## src/rtl/pattern_gen_pkg.sv

```systemverilog
// Shared mode encodings and the colour-bar palette for the test-pattern generator.
package pattern_gen_pkg;

  typedef enum logic [2:0] {
    MODE_GRAD  = 3'd0,
    MODE_BARS  = 3'd1,
    MODE_CHK   = 3'd2,
    MODE_SOLID = 3'd3
  } mode_e;

  localparam int NUM_BARS = 8;

  // Bar palette as {r,g,b} full-scale flags: white,yellow,cyan,green,magenta,red,blue,black.
  function automatic logic [2:0] bar_rgb(input logic [2:0] idx);
    logic [2:0] rgb;
    rgb = 3'b000;
    case (idx)
      3'd0: rgb = 3'b111;
      3'd1: rgb = 3'b110;
      3'd2: rgb = 3'b011;
      3'd3: rgb = 3'b010;
      3'd4: rgb = 3'b101;
      3'd5: rgb = 3'b100;
      3'd6: rgb = 3'b001;
      default: rgb = 3'b000;
    endcase
    return rgb;
  endfunction

endpackage

```

## src/rtl/pattern_gen_bar_index_dec.sv

```systemverilog
// Maps a horizontal pixel position to one of eight equal-width colour bars.
// Combinational, no backpressure; thresholds are elaboration-time constants.
module bar_index_dec #(
  parameter int HW       = 10,
  parameter int H_ACTIVE = 640
) (
  input  logic [HW-1:0] hc,
  output logic [2:0]    idx
);

  localparam int TW = HW + 3;

  logic [TW-1:0] hc_ext;
  logic [6:0]    ge;

  assign hc_ext = TW'(hc);

  for (genvar k = 1; k < 8; k++) begin : g_th
    localparam logic [TW-1:0] TH = TW'((k * H_ACTIVE) / 8);
    assign ge[k-1] = (hc_ext >= TH);
  end

  // Thresholds ascend, so the highest one passed names the bar; past H_ACTIVE stays at 7.
  always_comb begin
    idx = 3'd0;
    for (int k = 0; k < 7; k++) begin
      if (ge[k]) idx = 3'(k + 1);
    end
  end

endmodule

```

## src/rtl/pattern_gen.sv

```systemverilog
// Pipelined video test-pattern generator: gradient, colour bars, scrolling checker, solid.
// Latency 2 clk, 1 pixel/clk; no backpressure (free-running video stream).
module pattern_gen
  import pattern_gen_pkg::*;
#(
  parameter int CW       = 8,
  parameter int HW       = 10,
  parameter int VW       = 10,
  parameter int FW       = 8,
  parameter int H_ACTIVE = 640,
  parameter int CHK_LOG2 = 5
) (
  input  logic            clk,
  input  logic            rst_n,
  input  logic            vidon,
  input  logic [HW-1:0]   hc,
  input  logic [VW-1:0]   vc,
  input  logic [2:0]      mode,
  input  logic            mode_valid,
  input  logic [3*CW-1:0] solid_rgb,
  output logic [CW-1:0]   r,
  output logic [CW-1:0]   g,
  output logic [CW-1:0]   b,
  output logic            de_out,
  output logic [FW-1:0]   frame_cnt
);

  logic            fs;
  logic            s1_vidon;
  logic [HW-1:0]   s1_hc;
  logic [VW-1:0]   s1_vc;
  logic [2:0]      pending;
  logic [2:0]      active;
  logic [3*CW-1:0] solid_q;
  logic [2:0]      bar_idx;
  logic [2:0]      bar;
  logic [HW-1:0]   chk_x;
  logic            sq;
  logic [3*CW-1:0] pix_nxt;
  logic            unused_bits;

  assign fs = (hc == '0) && (vc == '0);

  always_ff @(posedge clk or negedge rst_n) begin
    if (!rst_n) begin
      s1_vidon <= 1'b0;
      s1_hc    <= '0;
      s1_vc    <= '0;
    end else begin
      s1_vidon <= vidon;
      s1_hc    <= hc;
      s1_vc    <= vc;
    end
  end

  // Mode, solid colour and frame count only move at frame start, so pixel (0,0)
  // already sees the new values when it reaches stage 2.
  always_ff @(posedge clk or negedge rst_n) begin
    if (!rst_n) begin
      pending   <= 3'd0;
      active    <= 3'd0;
      solid_q   <= '0;
      frame_cnt <= '0;
    end else begin
      if (mode_valid) pending <= mode;
      if (fs) begin
        active    <= mode_valid ? mode : pending;
        solid_q   <= solid_rgb;
        frame_cnt <= frame_cnt + 1'b1;
      end
    end
  end

  bar_index_dec #(
    .HW       (HW),
    .H_ACTIVE (H_ACTIVE)
  ) u_bar_index_dec (
    .hc  (s1_hc),
    .idx (bar_idx)
  );

  assign bar   = bar_rgb(bar_idx);
  assign chk_x = s1_hc + HW'(frame_cnt);
  assign sq    = chk_x[CHK_LOG2] ^ s1_vc[CHK_LOG2];

  always_comb begin
    pix_nxt = '0;
    case (active)
      MODE_GRAD:  pix_nxt = {CW'(s1_hc), CW'(s1_vc), CW'(s1_vc)};
      MODE_BARS:  pix_nxt = {{CW{bar[2]}}, {CW{bar[1]}}, {CW{bar[0]}}};
      MODE_CHK:   pix_nxt = {(3*CW){sq}};
      MODE_SOLID: pix_nxt = solid_q;
      default:    pix_nxt = '0;
    endcase
    if (!s1_vidon) pix_nxt = '0;
  end

  always_ff @(posedge clk or negedge rst_n) begin
    if (!rst_n) begin
      r      <= '0;
      g      <= '0;
      b      <= '0;
      de_out <= 1'b0;
    end else begin
      r      <= pix_nxt[3*CW-1:2*CW];
      g      <= pix_nxt[2*CW-1:CW];
      b      <= pix_nxt[CW-1:0];
      de_out <= s1_vidon;
    end
  end

  // Only a few bits of these feed the colour logic; fold the rest away.
  assign unused_bits = ^{chk_x, s1_vc};

endmodule

```

## config.mk

```make
export PLATFORM = sky130hd
export DESIGN_NAME = pattern_gen
export DESIGN_NICKNAME = d
export VERILOG_FILES = /design/src/rtl/pattern_gen_pkg.sv /design/src/rtl/pattern_gen_bar_index_dec.sv /design/src/rtl/pattern_gen.sv
export SDC_FILE = /design/constraint.sdc
export NUM_CORES = 1
export LEC_CHECK = 0
export CORE_UTILIZATION = 33
export CTS_CLUSTER_DIAMETER = 150
export DETAILED_ROUTE_END_ITERATION = 16
export PLACE_DENSITY_LB_ADDON = 0.05
export SLEW_MARGIN = 15
export SYNTH_ARGS = -nofsm -noshare
export SYNTH_HDL_FRONTEND = slang
export SYNTH_SLANG_ARGS = --single-unit
```

## constraint.sdc

```tcl
create_clock -name clk -period 2.8 [get_ports clk]
set_input_delay 0.56 -clock clk [delete_from_list [all_inputs] [get_ports clk]]
set_output_delay 0.56 -clock clk [all_outputs]
set_load 0.03 [all_outputs]
```

==> results_dict.tcl <==
set metrics [dict create \
    cp-endpoint "solid_q[17]$_DFFE_PN0P_" \
    yosysMostFrequentCell "dfrtp_1" \
    yosysWarnings 0 \
    syn_area_um2 3270 \
    yosys-top-cells-count "dfrtp_1, mux2_2, a31oi_1, a22oi_1, xnor2_1" \
    syn_nets 290 \
    maxSlewHeadroom_pct 31.6 \
    yosys.area.top_type "dfrtp_1" \
    grt_max_degree 52 \
    power_leakage_nw 1.96 \
    cts_max_level 3 \
    crit_buf_inv 2 \
    clk_pin_slew_worst_paths_ns 0.08 \
    synth_edf_count 0 \
    power-per-cell-area_nw_per_um2 519 \
    max_cap_violations 0 \
    synth.area.top_cells "dfrtp_1, mux2_2, a22oi_1" \
    wl_per_cell_um 17.1 \
    grt_pass1_vias 2318 \
    vias_per_cell 4.97 \
    dp_hpwl_mm 5.27 \
    routed_wl_mm 7.80 \
    path_depth 6 \
    dieArea_um2 10300 \
    synthMuxAreaShare_pct 10.7 \
    rsz0062_at_grt "false" \
    tightestPinTransition_ns 1.03 \
    cts_tree "done" \
    synth_top_area_share_pct 62.7 \
    r2r-start "frame_cnt[2]$_DFFE_PN0P_" \
    yosysSeqAreaShare_pct 62.7 \
    finalCriticalPeriod_ns 2.34 \
    via_count 2263 \
    grt_usage_pct 16.4 \
    setup_viol 0 \
    cp.required_ns 3.03 \
    drtIter0Drc 106 \
    slew_violations 0 \
    hold_viol 0 \
    reg2reg_depth 6 \
    drcViolationCount 0 \
    io_buffers 83 \
    die_h_um 102 \
    critPathArrivalTime_ns 2.57 \
    synth-async-reset-ratio_pct 100 \
    worst_path_max_delay_cell "nor4_1" \
    cts.path.max_buffers 2 \
    cts.sinks 82 \
    tns_ns 0 \
    synth-seq-cells 82 \
    core_um2 9420 \
    pre_cts_slack_ns 0.137 \
    postCtsSetupRepairBufs 0 \
    synth_fa_ha_area_share_pct 1.91 \
    synth_xor_area_share_pct 2.41 \
    cts_hold_buf 0 \
    drt_pass1_iterations 4 \
    hold_class "in2async" \
    overflow 0 \
    clock_latency_ns 0.35 \
    start_kind "primary input" \
    min_period_over_period_pct 83.6 \
    slowest_delay_ns 0.51 \
    avgSynthCellArea_um2 14.0 \
    crit_fanout 15 \
    finalWeightedCongestion 0.720 \
    netlist_instances 234 \
    die_x_um 102 \
    rrSetupSlack_ns 0.77 \
    start_util_pct 34.8 \
    cpLargestDelayFamily "simple AND/OR/NAND/NOR gates" \
    end_kind "register" \
    fin_skew_ns 0.0175 \
    cts_made_buffers 9 \
    synth.distinct_cells 36 \
    path_cells "clkdlybuf4s50_1 > nor4_1 > nand3_1 > nor2_4 > buf_4 > mux2_2" \
    critPathKind "in2reg" \
    max_clock_freq_ghz 0.427 \
    r2r-end "r[7]$_DFF_PN0_" \
    drive_gt1_share_pct 16.6 \
    post-route-util_pct 47.0 \
    final_antenna_net_count 0 \
    setup.worst_path.start "vc[0]" \
    setup_ws_ns 0.460 \
    antenna_found_initial 0 \
    layout.nets 377 \
    rows 35 \
    floorplan.io_pins 84 \
    synth_top_family_by_area "compound AO/OA/AOI/OAI gates" \
    cts-root-buf "clkbuf_8" \
    status "finished, final reports clean" \
    synth_ff_type "dfrtp_1" \
    num_antenna_cells 0 \
    vdd_ir_drop_max_mv 0.222 \
    grt_pass1_wl_mm 12.5 \
    synth_compound_area_share_pct 12.7 \
    synthSimpleGateAreaFrac_pct 6.77 \
    areaGrowthSynthToFinish_pct 35.3 \
    total_power_mw 2.30 \
    cts_resized 0 \
]
## worst min-delay path by stage
stage                       startpoint                  endpoint  slack [ns]  depth (start not counted)
finish                           rst_n  frame_cnt[2]$_DFFE_PN0P_        0.14                          1
global route                     rst_n  frame_cnt[2]$_DFFE_PN0P_        0.16                          1
CTS                              rst_n  frame_cnt[2]$_DFFE_PN0P_        0.15                          1
detailed placement  s1_vidon$_DFF_PN0_          de_out$_DFF_PN0_        0.39                          0
global placement    s1_vidon$_DFF_PN0_          de_out$_DFF_PN0_        0.38                          0
floorplan                        rst_n     active[0]$_DFFE_PN0P_        0.26                          0
## per-layer routing
metal	up-vias	track usage (%)	wire, µm	share of wire, %
met5	-	0	0	0
met4	0	6.80	123	1.6
met3	10	3.04	442	5.7
met2	82	25.1	3610	46
met1	1112	22.8	3620	46
li1	1059	-	-	-
## sequential cells by signal, indices dropped and copies added (netlist names)
name / flops
solid_q: 24
s1_hc: 10
b: 8
frame_cnt: 8
g: 8
r: 8
s1_vc: 8
active: 3
pending: 3
de_out: 1
s1_vidon: 1
## power breakdown
group	switching, mW	internal, mW
logic	0.109	0.121
clock network	0.415	0.414
registers	0.0211	1.22
total	0.546	1.75
## cells in the final DEF (no fill, tap or decap), types with 2 or more instances in the layout
master	instances
dfrtp_1	82
clkdlybuf4s50_1	82
mux2_2	29
a31oi_1	25
a22oi_1	24
clkbuf_8	9
xnor2_1	7
nand2_1	6
nand4_1	5
nor4_1	5
ha_1	5
buf_4	4
a21oi_1	3
nand2b_1	3
clkbuf_1	3
clkinvlp_4	3
xor2_1	2
nor2_1	2
inv_1	2
o21ai_0	2
mux2_1	2
and3_1	2
buf_12	2
## through the flow
| step | hold slack, ns | std cells | instance area, µm² |
|---|---|---|---|
| after floorplan | 0.264 | 234 | 3270 |
| after global placement | 0.378 | 439 | 4240 |
| final | 0.143 | 455 | 4430 |
| after global routing | 0.157 | 455 | 4430 |
| after detailed placement | 0.391 | 439 | 4240 |
| after CTS | 0.149 | 455 | 4430 |
## cells by family (layout without fill, tap and decap cells)
kind of cell             count (synthesis)  in the layout
multiplexers                            31             31
buffers and inverters                   14            106
flip-flops                              82             82
XOR/XNOR                                 9              9
AND/OR/NAND/NOR                         33             33
adder cells (fa/ha/maj)                  5              5
AO/OA/AOI/OAI                           60             60
## layout make-up
cell class / count / area, µm²
sequential: 82 / 2050
clock buffer: 12 / 135
fill: 876 / 4990
clock inverter: 4 / 52.6
inverter: 2 / 7.51
multi-input combinational: 138 / 1130
timing repair buffer: 88 / 891
tap: 129 / 161
## worst reg2reg max path, stage by stage, from the launching register on
cell	delay (ns)
dfrtp_1	0.47
ha_1	0.34
a21oi_1	0.13
a21o_1	0.16
a21oi_1	0.07
nand4b_4	0.42
a31oi_1	0.32
Power figures use the tool's default switching activity.
